<file path="config.mk">
export PLATFORM = sky130hd
export DESIGN_NAME = position_integrator
export DESIGN_NICKNAME = d
export VERILOG_FILES = /design/src/rtl/position_integrator.sv
export SDC_FILE = /design/constraint.sdc
export NUM_CORES = 1
export LEC_CHECK = 0
export ABC_AREA = 1
export CORE_UTILIZATION = 30
export DETAILED_ROUTE_END_ITERATION = 7
export SETUP_SLACK_MARGIN = 0.05
export SYNTH_ARGS = -nofsm -noshare
export SYNTH_HDL_FRONTEND = slang
export SYNTH_SLANG_ARGS = --single-unit
</file>
<file path="constraint.sdc">
create_clock -name clk -period 6.3 [get_ports clk]
set_clock_uncertainty 0.2 [all_clocks]
set_input_delay 1.26 -clock clk [delete_from_list [all_inputs] [get_ports clk]]
set_output_delay 1.26 -clock clk [all_outputs]
set_load 0.05 [all_outputs]
</file>
<file path="src/rtl/position_integrator.sv">
// position_integrator: per-frame fixed-point position update with floor/platform collision and KO detection.
// Optional build macro PLATFORM_EN adds a one-way platform at Y=300 spanning X=260..380.
`default_nettype none

module position_integrator #(
   parameter int SPAWN_X = 320,
   parameter int SPAWN_Y = 100,
   parameter int FLOOR_Y = 400,
   parameter int STAGE_L = 100,
   parameter int STAGE_R = 540
) (
   input  logic        clk,
   input  logic        reset,
   input  logic        frame_tick,
   input  logic        spawn,
   input  logic [10:0] vel_x_in,
   input  logic [10:0] vel_y_in,
   output logic [11:0] pos_x,
   output logic [11:0] pos_y,
   output logic        is_grounded,
   output logic        landed_pulse,
   output logic        out_of_bounds,
   output logic        update_done
);

   localparam logic signed [11:0] c_spawn_x = 12'(SPAWN_X);
   localparam logic signed [11:0] c_spawn_y = 12'(SPAWN_Y);
   localparam logic signed [11:0] c_floor_y = 12'(FLOOR_Y);
   localparam logic signed [11:0] c_stage_l = 12'(STAGE_L);
   localparam logic signed [11:0] c_stage_r = 12'(STAGE_R);
   localparam logic signed [11:0] c_x_max   = 12'sd639;
   localparam logic signed [11:0] c_y_max   = 12'sd479;
   localparam logic signed [11:0] c_y_min   = -12'sd128;
`ifdef PLATFORM_EN
   localparam logic signed [11:0] c_plat_y  = 12'sd300;
   localparam logic signed [11:0] c_plat_l  = 12'sd260;
   localparam logic signed [11:0] c_plat_r  = 12'sd380;
`endif

   typedef enum logic [1:0] {
      IDLE    = 2'd0,
      ADD     = 2'd1,
      COLLIDE = 2'd2,
      COMMIT  = 2'd3
   } state_t;

   state_t             r_state;
   logic signed [13:0] r_px;
   logic signed [13:0] r_py;
   logic signed [11:0] r_old_y;
   logic        [10:0] r_vx;
   logic        [10:0] r_vy;
   logic               r_gnd_nx;
   logic               r_ko_nx;

   logic signed [11:0] w_nx;
   logic signed [11:0] w_ny;
   logic signed [11:0] w_snap_y;
   logic signed [11:0] w_y_post;
   logic               w_falling;
   logic               w_in_stage;
   logic               w_land_stage;
   logic               w_land;
   logic               w_off_edge;
   logic               w_gnd_nx;
   logic               w_ko;

   assign w_nx         = r_px[13:2];
   assign w_ny         = r_py[13:2];
   assign w_falling    = ~r_vy[10];
   assign w_in_stage   = (w_nx >= c_stage_l) && (w_nx <= c_stage_r);
   assign w_land_stage = w_falling && (r_old_y <= c_floor_y) && (w_ny >= c_floor_y) && w_in_stage;

`ifdef PLATFORM_EN
   logic r_on_plat;
   logic r_on_plat_nx;
   logic w_in_plat;
   logic w_land_plat;

   assign w_in_plat   = (w_nx >= c_plat_l) && (w_nx <= c_plat_r);
   assign w_land_plat = w_falling && (r_old_y <= c_plat_y) && (w_ny >= c_plat_y) && w_in_plat;
   assign w_land      = w_land_plat | w_land_stage;
   assign w_snap_y    = w_land_plat ? c_plat_y : c_floor_y;
   // Walk-off is judged against whichever surface the character is standing on.
   assign w_off_edge  = r_on_plat ? ~w_in_plat : ~w_in_stage;
`else
   assign w_land      = w_land_stage;
   assign w_snap_y    = c_floor_y;
   assign w_off_edge  = ~w_in_stage;
`endif

   assign w_gnd_nx = w_land ? 1'b1 : ((r_vy[10] | w_off_edge) ? 1'b0 : is_grounded);
   // KO is judged on the post-snap height so a fast landing is not a KO.
   assign w_y_post = w_land ? w_snap_y : w_ny;
   assign w_ko     = (w_nx < 12'sd0) || (w_nx > c_x_max) || (w_y_post > c_y_max) || (w_y_post < c_y_min);

   always_ff @(posedge clk or negedge reset) begin
      if (!reset) begin
         r_state       <= IDLE;
         r_px          <= {c_spawn_x, 2'b00};
         r_py          <= {c_spawn_y, 2'b00};
         r_old_y       <= c_spawn_y;
         r_vx          <= '0;
         r_vy          <= '0;
         r_gnd_nx      <= 1'b0;
         r_ko_nx       <= 1'b0;
         pos_x         <= c_spawn_x;
         pos_y         <= c_spawn_y;
         is_grounded   <= 1'b0;
         landed_pulse  <= 1'b0;
         out_of_bounds <= 1'b0;
         update_done   <= 1'b0;
`ifdef PLATFORM_EN
         r_on_plat     <= 1'b0;
         r_on_plat_nx  <= 1'b0;
`endif
      end else if (spawn) begin
         r_state       <= IDLE;
         r_px          <= {c_spawn_x, 2'b00};
         r_py          <= {c_spawn_y, 2'b00};
         r_gnd_nx      <= 1'b0;
         r_ko_nx       <= 1'b0;
         pos_x         <= c_spawn_x;
         pos_y         <= c_spawn_y;
         is_grounded   <= 1'b0;
         landed_pulse  <= 1'b0;
         out_of_bounds <= 1'b0;
         update_done   <= 1'b0;
`ifdef PLATFORM_EN
         r_on_plat     <= 1'b0;
         r_on_plat_nx  <= 1'b0;
`endif
      end else begin
         landed_pulse <= 1'b0;
         update_done  <= 1'b0;
         case (r_state)
            IDLE: begin
               if (frame_tick && !out_of_bounds) begin
                  r_vx    <= vel_x_in;
                  r_vy    <= vel_y_in;
                  r_state <= ADD;
               end
            end
            ADD: begin
               r_old_y <= r_py[13:2];
               r_px    <= r_px + {{3{r_vx[10]}}, r_vx};
               r_py    <= r_py + {{3{r_vy[10]}}, r_vy};
               r_state <= COLLIDE;
            end
            COLLIDE: begin
               if (w_land) begin
                  r_py <= {w_snap_y, 2'b00};
               end
               r_gnd_nx <= w_gnd_nx;
               r_ko_nx  <= w_ko;
`ifdef PLATFORM_EN
               r_on_plat_nx <= w_land ? w_land_plat : r_on_plat;
`endif
               r_state  <= COMMIT;
            end
            COMMIT: begin
               pos_x         <= r_px[13:2];
               pos_y         <= r_py[13:2];
               is_grounded   <= r_gnd_nx;
               landed_pulse  <= r_gnd_nx & ~is_grounded;
               out_of_bounds <= out_of_bounds | r_ko_nx;
               update_done   <= 1'b1;
`ifdef PLATFORM_EN
               r_on_plat     <= r_on_plat_nx;
`endif
               r_state       <= IDLE;
            end
            default: r_state <= IDLE;
         endcase
      end
   end

endmodule

`default_nettype wire

</file>
* Yosys cells after proc, flatten, opt, wreduce, memory -nomap -nowiden
Cells that the tools add are included.
Word-level totals: output and inout bits 28, flip-flop bits (word level) 94, logic and storage cells 80
Cells by class: reduce and logical (&&, ||, !) cells 17, bitwise gates (word level) 7, muxes and demuxes 27, order comparisons 8, equal/unequal tests 5, add/subtract/negate cells 2
Operators with widths (number):
- 12-bit two-way mux | 5
- 14-bit two-way mux | 4
- 14-bit adder | 2
- 14-bit case mux with 2 select lines | 1
- 1-bit two-way mux | 14
- 12-bit by 10-bit >= comparator with 1-bit output (second input constant) | 1
- 12-bit by 8-bit >= comparator with 1-bit output (second input constant) | 1
- 12-bit by 10-bit > comparator with 1-bit output (second input constant) | 1
- 12-bit by 11-bit > comparator with 1-bit output (second input constant) | 1
- 12-bit by 10-bit less-or-equal comparator with 1-bit output (second input constant) | 1
- 12-bit by 11-bit less-or-equal comparator with 1-bit output (second input constant) | 1
- 12-bit by 1-bit < comparator with 1-bit output (second input constant) | 1
- 12-bit by 8-bit < comparator with 1-bit output (second input constant) | 1
- 2-bit case mux with 4 select lines | 1
- 3-bit inequality test (second input constant) | 2
- 2-bit nonzero test | 3
- 1-bit logical AND | 5
- 2-bit == test (second input constant) | 2
- 2-bit two-way mux | 2
- 1-bit inverter | 4
- 2-bit AND reduction | 2
- 1-bit logical OR | 3
- 3-bit AND reduction | 1
- 3-bit nonzero test | 1
- other kinds (5) | 6

* Longest topological paths before layout
Gate-level depths: netlist of the first run.
depth after elaboration 10, mapped depth 13, mapped depth without buffers 13

* Worst setup path before layout of the first run
No wires, ideal clock.
path type input -> register, start point input port spawn, end point register r_vx[4], setup time 0.127 ns, stages 5, arrival time 2.159 ns, path slack 3.813 ns, path buffers 2, data required time 5.973 ns, cell sequence buf_4 > nor2_1 > nand3_2 > buf_6 > mux2_1
Between the ends: longest elaborated chain between the ends 2
RTL lines:
- start, declared | RTL line 15 | input logic spawn,
- 1-bit inverter (no line)
- 3-bit AND reduction (no line)
- end signal, assigned | RTL line 139 | r_vx <= vel_x_in;
- end, declared | RTL line 51 | logic [10:0] r_vx;
Every way passes these cells. A chain may end at the register's enable or synchronous reset.

* Worst setup path in the final report of the first run
start point input port spawn, end point register r_px[5]
Between the ends: longest elaborated chain between the ends 1, elaborated cells between the ends (all ways) 2, classes of those cells 1 x mux; 1 x reduce/logical
RTL lines:
- 14-bit two-way mux / 2-bit nonzero test (equally long branches)
- end signal, assigned | RTL line 100 | r_px <= {c_spawn_x, 2'b00};
- end signal, assigned | RTL line 119 | r_px <= {c_spawn_x, 2'b00};
- end signal, assigned | RTL line 146 | r_px <= r_px + {{3{r_vx[10]}}, r_vx};
- end, declared | RTL line 48 | logic signed [13:0] r_px;
Several ways; a longest one is shown, not always the timed one.

==> results of run 1 <==
-- synthesized netlist by cell type --
master	count	share of area [%]
sky130_fd_sc_hd__nand2_1	181	13
sky130_fd_sc_hd__dfrtp_1	81	38
sky130_fd_sc_hd__inv_1	71	5.0
sky130_fd_sc_hd__nor2_1	50	3.5
sky130_fd_sc_hd__nand3_1	47	4.4
sky130_fd_sc_hd__o21ai_0	47	4.4
sky130_fd_sc_hd__a21oi_1	30	2.8
sky130_fd_sc_hd__ha_1	30	7.1
sky130_fd_sc_hd__mux2_2	17	3.6
sky130_fd_sc_hd__dfstp_2	13	6.5
sky130_fd_sc_hd__a22o_1	6	0.99
sky130_fd_sc_hd__inv_2	5	0.35
sky130_fd_sc_hd__mux2_1	5	1.1
sky130_fd_sc_hd__nand4_1	5	0.59
sky130_fd_sc_hd__o21ai_1	5	0.47
sky130_fd_sc_hd__o22ai_1	5	0.59
sky130_fd_sc_hd__nor3_1	4	0.38
sky130_fd_sc_hd__buf_4	3	0.43
sky130_fd_sc_hd__buf_6	3	0.64
sky130_fd_sc_hd__clkbuf_1	3	0.21
sky130_fd_sc_hd__o21bai_1	3	0.43
sky130_fd_sc_hd__xnor2_1	3	0.50
sky130_fd_sc_hd__xor2_1	3	0.50
sky130_fd_sc_hd__a21boi_0	2	0.28
sky130_fd_sc_hd__a31oi_1	2	0.24
sky130_fd_sc_hd__clkinv_1	2	0.14
sky130_fd_sc_hd__fa_1	2	0.76
sky130_fd_sc_hd__nand2_2	2	0.24
sky130_fd_sc_hd__nand2_4	2	0.43
sky130_fd_sc_hd__nand3b_1	2	0.28
sky130_fd_sc_hd__o22a_1	2	0.33
sky130_fd_sc_hd__a21o_1	1	0.14
sky130_fd_sc_hd__buf_2	1	0.095
sky130_fd_sc_hd__nand3_2	1	0.19
sky130_fd_sc_hd__nor2_2	1	0.12
sky130_fd_sc_hd__nor2_4	1	0.21
sky130_fd_sc_hd__nor2_8	1	0.38
sky130_fd_sc_hd__nor4_1	1	0.12
sky130_fd_sc_hd__o21a_1	1	0.14
sky130_fd_sc_hd__or2_2	1	0.12
-- cell families (layout without fill, tap and decap cells) --
logic type / Yosys count / in the layout / share of synthesized area [%]
buffers and inverters: 88 / 150 / 6.91
adders and majority gates: 32 / 32 / 7.85
DFF: 94 / 94 / 44.8
AOI/OAI and AO/OA: 104 / 104 / 10.9
muxes: 22 / 22 / 4.68
and+or+nand+nor: 299 / 299 / 23.9
xor gates and xnor gates: 6 / 6 / 0.994
-- layout make-up --
cell class                      instances  area, um2  area share (%)
Multi-Input combinational cell        463       2560            40.2
Sequential cell                        94       2370            37.3
Timing Repair Buffer                   56        551            8.66
Inverter                               78        293            4.61
Tap cell                              225        282            4.43
Clock buffer                            9        225            3.54
Clock inverter                          7       81.3            1.28
-- where the power goes --
| group | switching [W] | internal [W] | leakage [nW] |
|---|---|---|---|
| Combinational | 0.000799 | 0.000491 | 1.69 |
| Clock | 0.000250 | 0.000314 | 0.146 |
| Sequential | 0.000164 | 0.000797 | 1.20 |
-- per-layer routing --
layer  GRT usage (%)  up-vias  part of all wire [%]
li1                -     2233                     -
met1            20.8     2015                    50
met2            23.5       91                    45
met3            3.30        7                   4.3
met4            3.37        0                  0.80
met5               0        -                     0
-- stage by stage --
step	power [W]	area [um2]	utilization [%]
after floorplan	0.00192	5290	-
after global placement	0.00225	6050	35.1
after detailed placement	0.00225	6050	35.1
after CTS	0.00283	6360	36.9
after global routing	0.00308	6360	36.9
final	0.00281	6360	36.9
-- flip-flops by register name, indices dropped and copies added, names as in the netlist, 2 cells and up --
name and count:
r_vx 11, pos_y 12, r_state 2, r_py 14, pos_x 12, r_vy 11
r_px 14, r_old_y 12
-- worst paths after layout --
| kind | to | from |
|---|---|---|
| max in group asynchronous | pos_y[7]$_DFFE_PN0P_ | reset |
| worst min-delay path | landed_pulse$_DFF_PN0_ | is_grounded$_DFFE_PN0P_ |
| worst min register to register | landed_pulse$_DFF_PN0_ | is_grounded$_DFFE_PN0P_ |
| worst max-delay path | r_px[5]$_DFFE_PN0P_ | spawn |
| worst max register to register | r_px[5]$_DFFE_PN0P_ | r_state[1]$_DFFE_PN0P_ |
| min in group asynchronous | pos_x[0]$_DFFE_PN0P_ | reset |
-- critical path: stages --
cell	delay [ns]
sky130_fd_sc_hd__clkdlybuf4s50_1	0.66
sky130_fd_sc_hd__nor2_1	0.60
sky130_fd_sc_hd__buf_4	0.35
sky130_fd_sc_hd__inv_2	0.14
sky130_fd_sc_hd__a21oi_1	0.13
sky130_fd_sc_hd__o21ai_0	0.08
sky130_fd_sc_hd__o21ai_0	0.08
==> parameters.txt, run 1 <==
Parameter                              Value

Timing
  Fin crit share    51.4%
  Setup TNS    0 ns
  Relative slew margins    57.8%
  Final min period    3.24 ns
  RSZ-0062 raised after global routing    false
  Total count of max-transition violations in the final report    0
  Setup violation total in the final timing report    0
  Worst Slack Setup Final    3.06 ns
  Final hold violations    0
  Final Hold Slack    0.278 ns
  Measured slew at the worst slew-check pin    0.632 ns
  Max Clk Rate    0.309 GHz

Drt
  Antenna-violating nets left    0
  Total number of vias    4346
  Count of unresolved DRC violations after routing    0
  Final wirelength    12400 um
  First-pass iteration count of the detailed router    5
  Routed len/inst    13.3 um
  Avg Vias per Cell    4.66
  Number of DRC markers after the initial detailed-route iteration    231

Setup path
  Max FO, Critical Path    23
  Crit path kind    input pin to flip-flop
  Type of destination of the critical path    flip-flop
  Length in cells of the worst reg-to-reg path    9
  Register-to-Register Setup Slack    3.82 ns
  Worst endpoint data arrival time    3.31 ns
  Worst Setup Start Kind    input pin
  Required time worst endpoint    6.37 ns

Synth
  Count of distinct cell types in the synthesized netlist    40
  Synthesized net count    703
  Count of yosys warnings during synthesis    0
  Number of flip-flops and latches in the synthesized netlist    94
  Share of synthesized area occupied by flip-flops and latches    44.8%
  Mapped Cells    645
  Netlist area before placement    0.00529 mm2
  Average cell area after synthesis    8.20 um2

Clock network
  CTS Buffer Depth    2
  CTS H-tree depth    3
  Worst-skew pair later-pin latency    0.36 ns
  Count of cells resized by post-cts repair    0
  Root Buffer Master    sky130_fd_sc_hd__clkbuf_16
  Number of buffers inserted by hold repair at cts    0
  Num Clock Sinks    94
  Post-CTS setup buffer count    0
  CTS tree    yes
  Clock transition time at the flip-flop clock pins of the worst setup and hold paths    0.07 ns
  TritonCTS Buffers    9

Place
  Total instance count after detailed placement    916
  Gpl congestion    0.851
  Worst-case setup slack after placement    2.68 ns
  Buffers added on ports    53
  Half-perimeter wire length after placement    9520 um

Die
  Initial cell density of the core    30.7%
  Standard-cell rows    48
  Core outline area    0.0172 mm2
  Die W    135 um
  Vertical extent of the die    135 um
  Top-Level Pins    54
  Full die area    0.0182 mm2

Finish
  Final standard cell count with taps included and fillers excluded    932
  Fraction of final layout cells sized beyond drive strength 1    9.05%
  Synth-to-Final Area Change    20.2%
  Most frequent standard cell in the layout excluding fill and tap cells    sky130_fd_sc_hd__nand2_1
  Number of filler instances in the final layout    1761
  Commonest cells after routing, fill and taps aside    181 x sky130_fd_sc_hd__nand2_1, 81 x sky130_fd_sc_hd__dfrtp_1, 71 x sky130_fd_sc_hd__inv_1, 52 x sky130_fd_sc_hd__clkdlybuf4s50_1, 50 x sky130_fd_sc_hd__nor2_1
  Total number of nets in the final design    760
  Number of diodes added for antenna fixing    0

Global route
  Via count of the first global-routing pass    4217
  Leftover overflow at the end of global routing    0
  Initial antenna violation count    0
  Wire length of the first global-routing pass    21000 um
  Maximum number of pins on one net before global-route repair    51
  Global-route total usage across every layer    14.9%

Power
  Power density of the placed cells    443 mW/mm2
  Static leakage    3.04 nW
  Worst IR Drop VDD    0.190 mV

Hold path
  Cell count of the worst hold path    1
  Type of the worst min-delay path    flip-flop to flip-flop

Job
  Max-Cap Viols    0

Run status
  Status    complete, no violations
Power figures use the tool's default switching activity.
==> run 2: changes to the inputs <==
==> constraint.sdc (replaced) <==
create_clock -name clk -period 2.99 [get_ports clk]
set_clock_uncertainty 0.2 [all_clocks]
set_input_delay 0.598 -clock clk [delete_from_list [all_inputs] [get_ports clk]]
set_output_delay 0.598 -clock clk [all_outputs]
set_load 0.05 [all_outputs]
==> run 2 against run 1 <==
  * Sequential cell count unchanged
  * Critical path depth decreased by 6
  * Setup slack got worse by 2.6 ns
  * Die area unchanged
  * Power increased by 110%
  * First-iteration DRC count decreased by 4.8%
  * Count of clock-buffer cells in the layout unchanged
  * Design area increased by 0.63%
  * Global-route usage increased by 0.35 points
  * Sequential power increased by 110%
  * Core utilization increased by 0.23 points
  * Routed wire length increased by 1.0%
  * Critical path type is now flip-flop to output pin
  * Largest cell class unchanged
  * Largest power group unchanged
==> parameters.txt, run 2 (synthesis results as in run 1) <==
Parameter                              Value

Clock network
  Root Buffer Master    sky130_fd_sc_hd__clkbuf_16 (unchanged)
  CTS Buffer Depth    2 (unchanged)
  Post-CTS setup buffer count    0 (unchanged)
  Clock transition time at the flip-flop clock pins of the worst setup and hold paths    0.08 ns (was 0.07 ns)
  TritonCTS Buffers    9 (unchanged)
  CTS H-tree depth    3 (unchanged)
  Number of buffers inserted by hold repair at cts    0 (unchanged)
  Num Clock Sinks    94 (unchanged)
  Count of cells resized by post-cts repair    0 (unchanged)
  Worst-skew pair later-pin latency    0.36 ns (about the same)
  CTS tree    yes (unchanged)

Drt
  Wire length on met3    487 um (was 538 um)
  M1 wire length    6130 um (was 6160 um)
  Total number of vias    4403 (was 4346)
  DR top layer    met4 (unchanged)
  Routed len/inst    13.4 um (was 13.3 um)
  Avg Vias per Cell    4.69 (was 4.66)
  Final wirelength    12600 um (was 12400 um)
  First-pass iteration count of the detailed router    5 (unchanged)
  Antenna-violating nets left    0 (unchanged)
  Count of unresolved DRC violations after routing    0 (unchanged)
  Number of DRC markers after the initial detailed-route iteration    220 (was 231)
  Met2 wirelength from detailed routing    5710 um (was 5640 um)

Setup path
  Crit path kind    flip-flop to output pin (was input pin to flip-flop)
  Kind of cell adding the most delay to the critical path    buffers and inverters (unchanged)
  Max FO, Critical Path    2 (was 23)
  Cell-by-cell trace of the critical path    clkdlybuf4s50_1 (was clkdlybuf4s50_1 > nor2_1 > buf_4 > inv_2 > a21oi_1 > o21ai_0 > o21ai_0)
  Worst Setup Start Kind    flip-flop (was input pin)
  Worst endpoint data arrival time    1.68 ns (was 3.31 ns)
  Crit path max-delay cell type    sky130_fd_sc_hd__clkdlybuf4s50_1 (unchanged)
  Required time worst endpoint    2.19 ns (was 6.37 ns)
  Register-to-Register Setup Slack    0.68 ns (was 3.82 ns)
  Type of destination of the critical path    output pin (was flip-flop)
  Maximum cell stage delay along the critical path    0.79 ns (was 0.66 ns)
  Count of buffer and inverter cells on the critical path    1 (was 3)

Timing
  Fin crit share    83.0%
  Max Clk Rate    0.403 GHz
  Final hold violations    0 (unchanged)
  Final min period    2.48 ns
  Final Hold Slack    0.0539 ns (was 0.278 ns)
  Setup violation total in the final timing report    0 (unchanged)
  Total count of max-transition violations in the final report    0 (unchanged)
  RSZ-0062 raised after global routing    false (unchanged)
  Relative slew margins    58.6% (was 57.8%)
  Worst Slack Setup Final    0.508 ns (was 3.06 ns)
  Setup TNS    0 ns (unchanged)
  Measured slew at the worst slew-check pin    0.621 ns (was 0.632 ns)

Place
  Total instance count after detailed placement    922 (was 916)
  Buffers added on ports    53 (unchanged)
  Worst-case setup slack after placement    0.486 ns (was 2.68 ns)
  Gpl congestion    0.872 (was 0.851)
  Half-perimeter wire length after placement    9700 um (was 9520 um)

Finish
  Most frequent standard cell in the layout excluding fill and tap cells    sky130_fd_sc_hd__nand2_1 (unchanged)
  Commonest cells after routing, fill and taps aside    181 x sky130_fd_sc_hd__nand2_1, 81 x sky130_fd_sc_hd__dfrtp_1, 71 x sky130_fd_sc_hd__inv_1, 52 x sky130_fd_sc_hd__clkdlybuf4s50_1, 50 x sky130_fd_sc_hd__nor2_1 (unchanged)
  Number of diodes added for antenna fixing    0 (unchanged)
  Area occupied by multi-input gates    0.00256 mm2 (unchanged)
  Fraction of final layout cells sized beyond drive strength 1    9.82% (was 9.05%)
  Final standard cell count with taps included and fillers excluded    938 (was 932)
  Total number of nets in the final design    766 (was 760)
  Largest registers    r_px: 14 flops, r_py: 14 flops (unchanged)
  Synth-to-Final Area Change    20.9% (was 20.2%)
  Number of filler instances in the final layout    1776 (was 1761)
  Register area    0.00237 mm2 (unchanged)

Global route
  Initial antenna violation count    0 (unchanged)
  Leftover overflow at the end of global routing    0 (unchanged)
  Global-route total usage across every layer    15.2% (was 14.9%)
  Via count of the first global-routing pass    4286 (was 4217)
  Maximum number of pins on one net before global-route repair    48 (was 51)
  Wire length of the first global-routing pass    21400 um (was 21000 um)

Die
  Full die area    0.0182 mm2 (unchanged)
  Die W    135 um (unchanged)
  Standard-cell rows    48 (unchanged)
  Vertical extent of the die    135 um (unchanged)
  Initial cell density of the core    30.7% (unchanged)
  Top-Level Pins    54 (unchanged)
  Core outline area    0.0172 mm2 (unchanged)

Power
  Power density of the placed cells    922 mW/mm2 (was 443 mW/mm2)
  Worst IR Drop VDD    0.438 mV (was 0.190 mV)
  Static leakage    3.06 nW (was 3.04 nW)

Hold path
  Type of the worst min-delay path    input pin to async pin (was flip-flop to flip-flop)

Run status
  Status    complete, no violations (unchanged)

Job
  Max-Cap Viols    0 (unchanged)
-- run 2: area by class of cell --
cell class,count,area share (%)
Tap cell,225,4.40
Inverter,78,4.58
Clock buffer,9,3.52
Timing Repair Buffer,62,9.51
Multi-Input combinational cell,463,40.0
Sequential cell,94,37.0
Clock inverter,7,0.998
-- run 2: final timing paths --
check,startpoint,end,cells after the start
setup / recovery,pos_x[8]$_DFFE_PN1P_,pos_x[8],1
hold / removal,reset,r_ko_nx$_DFFE_PN0P_,1
setup reg to reg,r_py[0]$_DFFE_PN0P_,r_py[12]$_DFFE_PN0P_,9
hold reg to reg,is_grounded$_DFFE_PN0P_,landed_pulse$_DFF_PN0_,1
max in group asynchronous,reset,r_py[7]$_DFFE_PN1P_,2
min in group clk,is_grounded$_DFFE_PN0P_,landed_pulse$_DFF_PN0_,1
-- run 2: per-stage QoR --
stage          power (W)  instance area (um2)  util [%]
6_report         0.00590                 6400      37.1
5_1_grt          0.00647                 6400      37.1
4_1_cts          0.00593                 6400      37.1
3_5_place_dp     0.00477                 6110      35.4
3_3_place_gp     0.00474                 6110      35.4
2_1_floorplan    0.00406                 5290         -
-- run 2: routing by layer --
metal	global-route usage, %	vias to the layer above
li1	-	2247
met3	3.00	15
met1	20.4	2059
met4	5.49	0
met2	24.4	82
met5	0	-
-- run 2: where the power goes --
| group | switching, W | total [W] | leakage, nW | internal, W |
|---|---|---|---|---|
| clock network | 0.000555 | 0.00114 | 0.136 | 0.000583 |
| registers | 0.000349 | 0.00203 | 1.20 | 0.00168 |
| logic | 0.00168 | 0.00273 | 1.73 | 0.00105 |
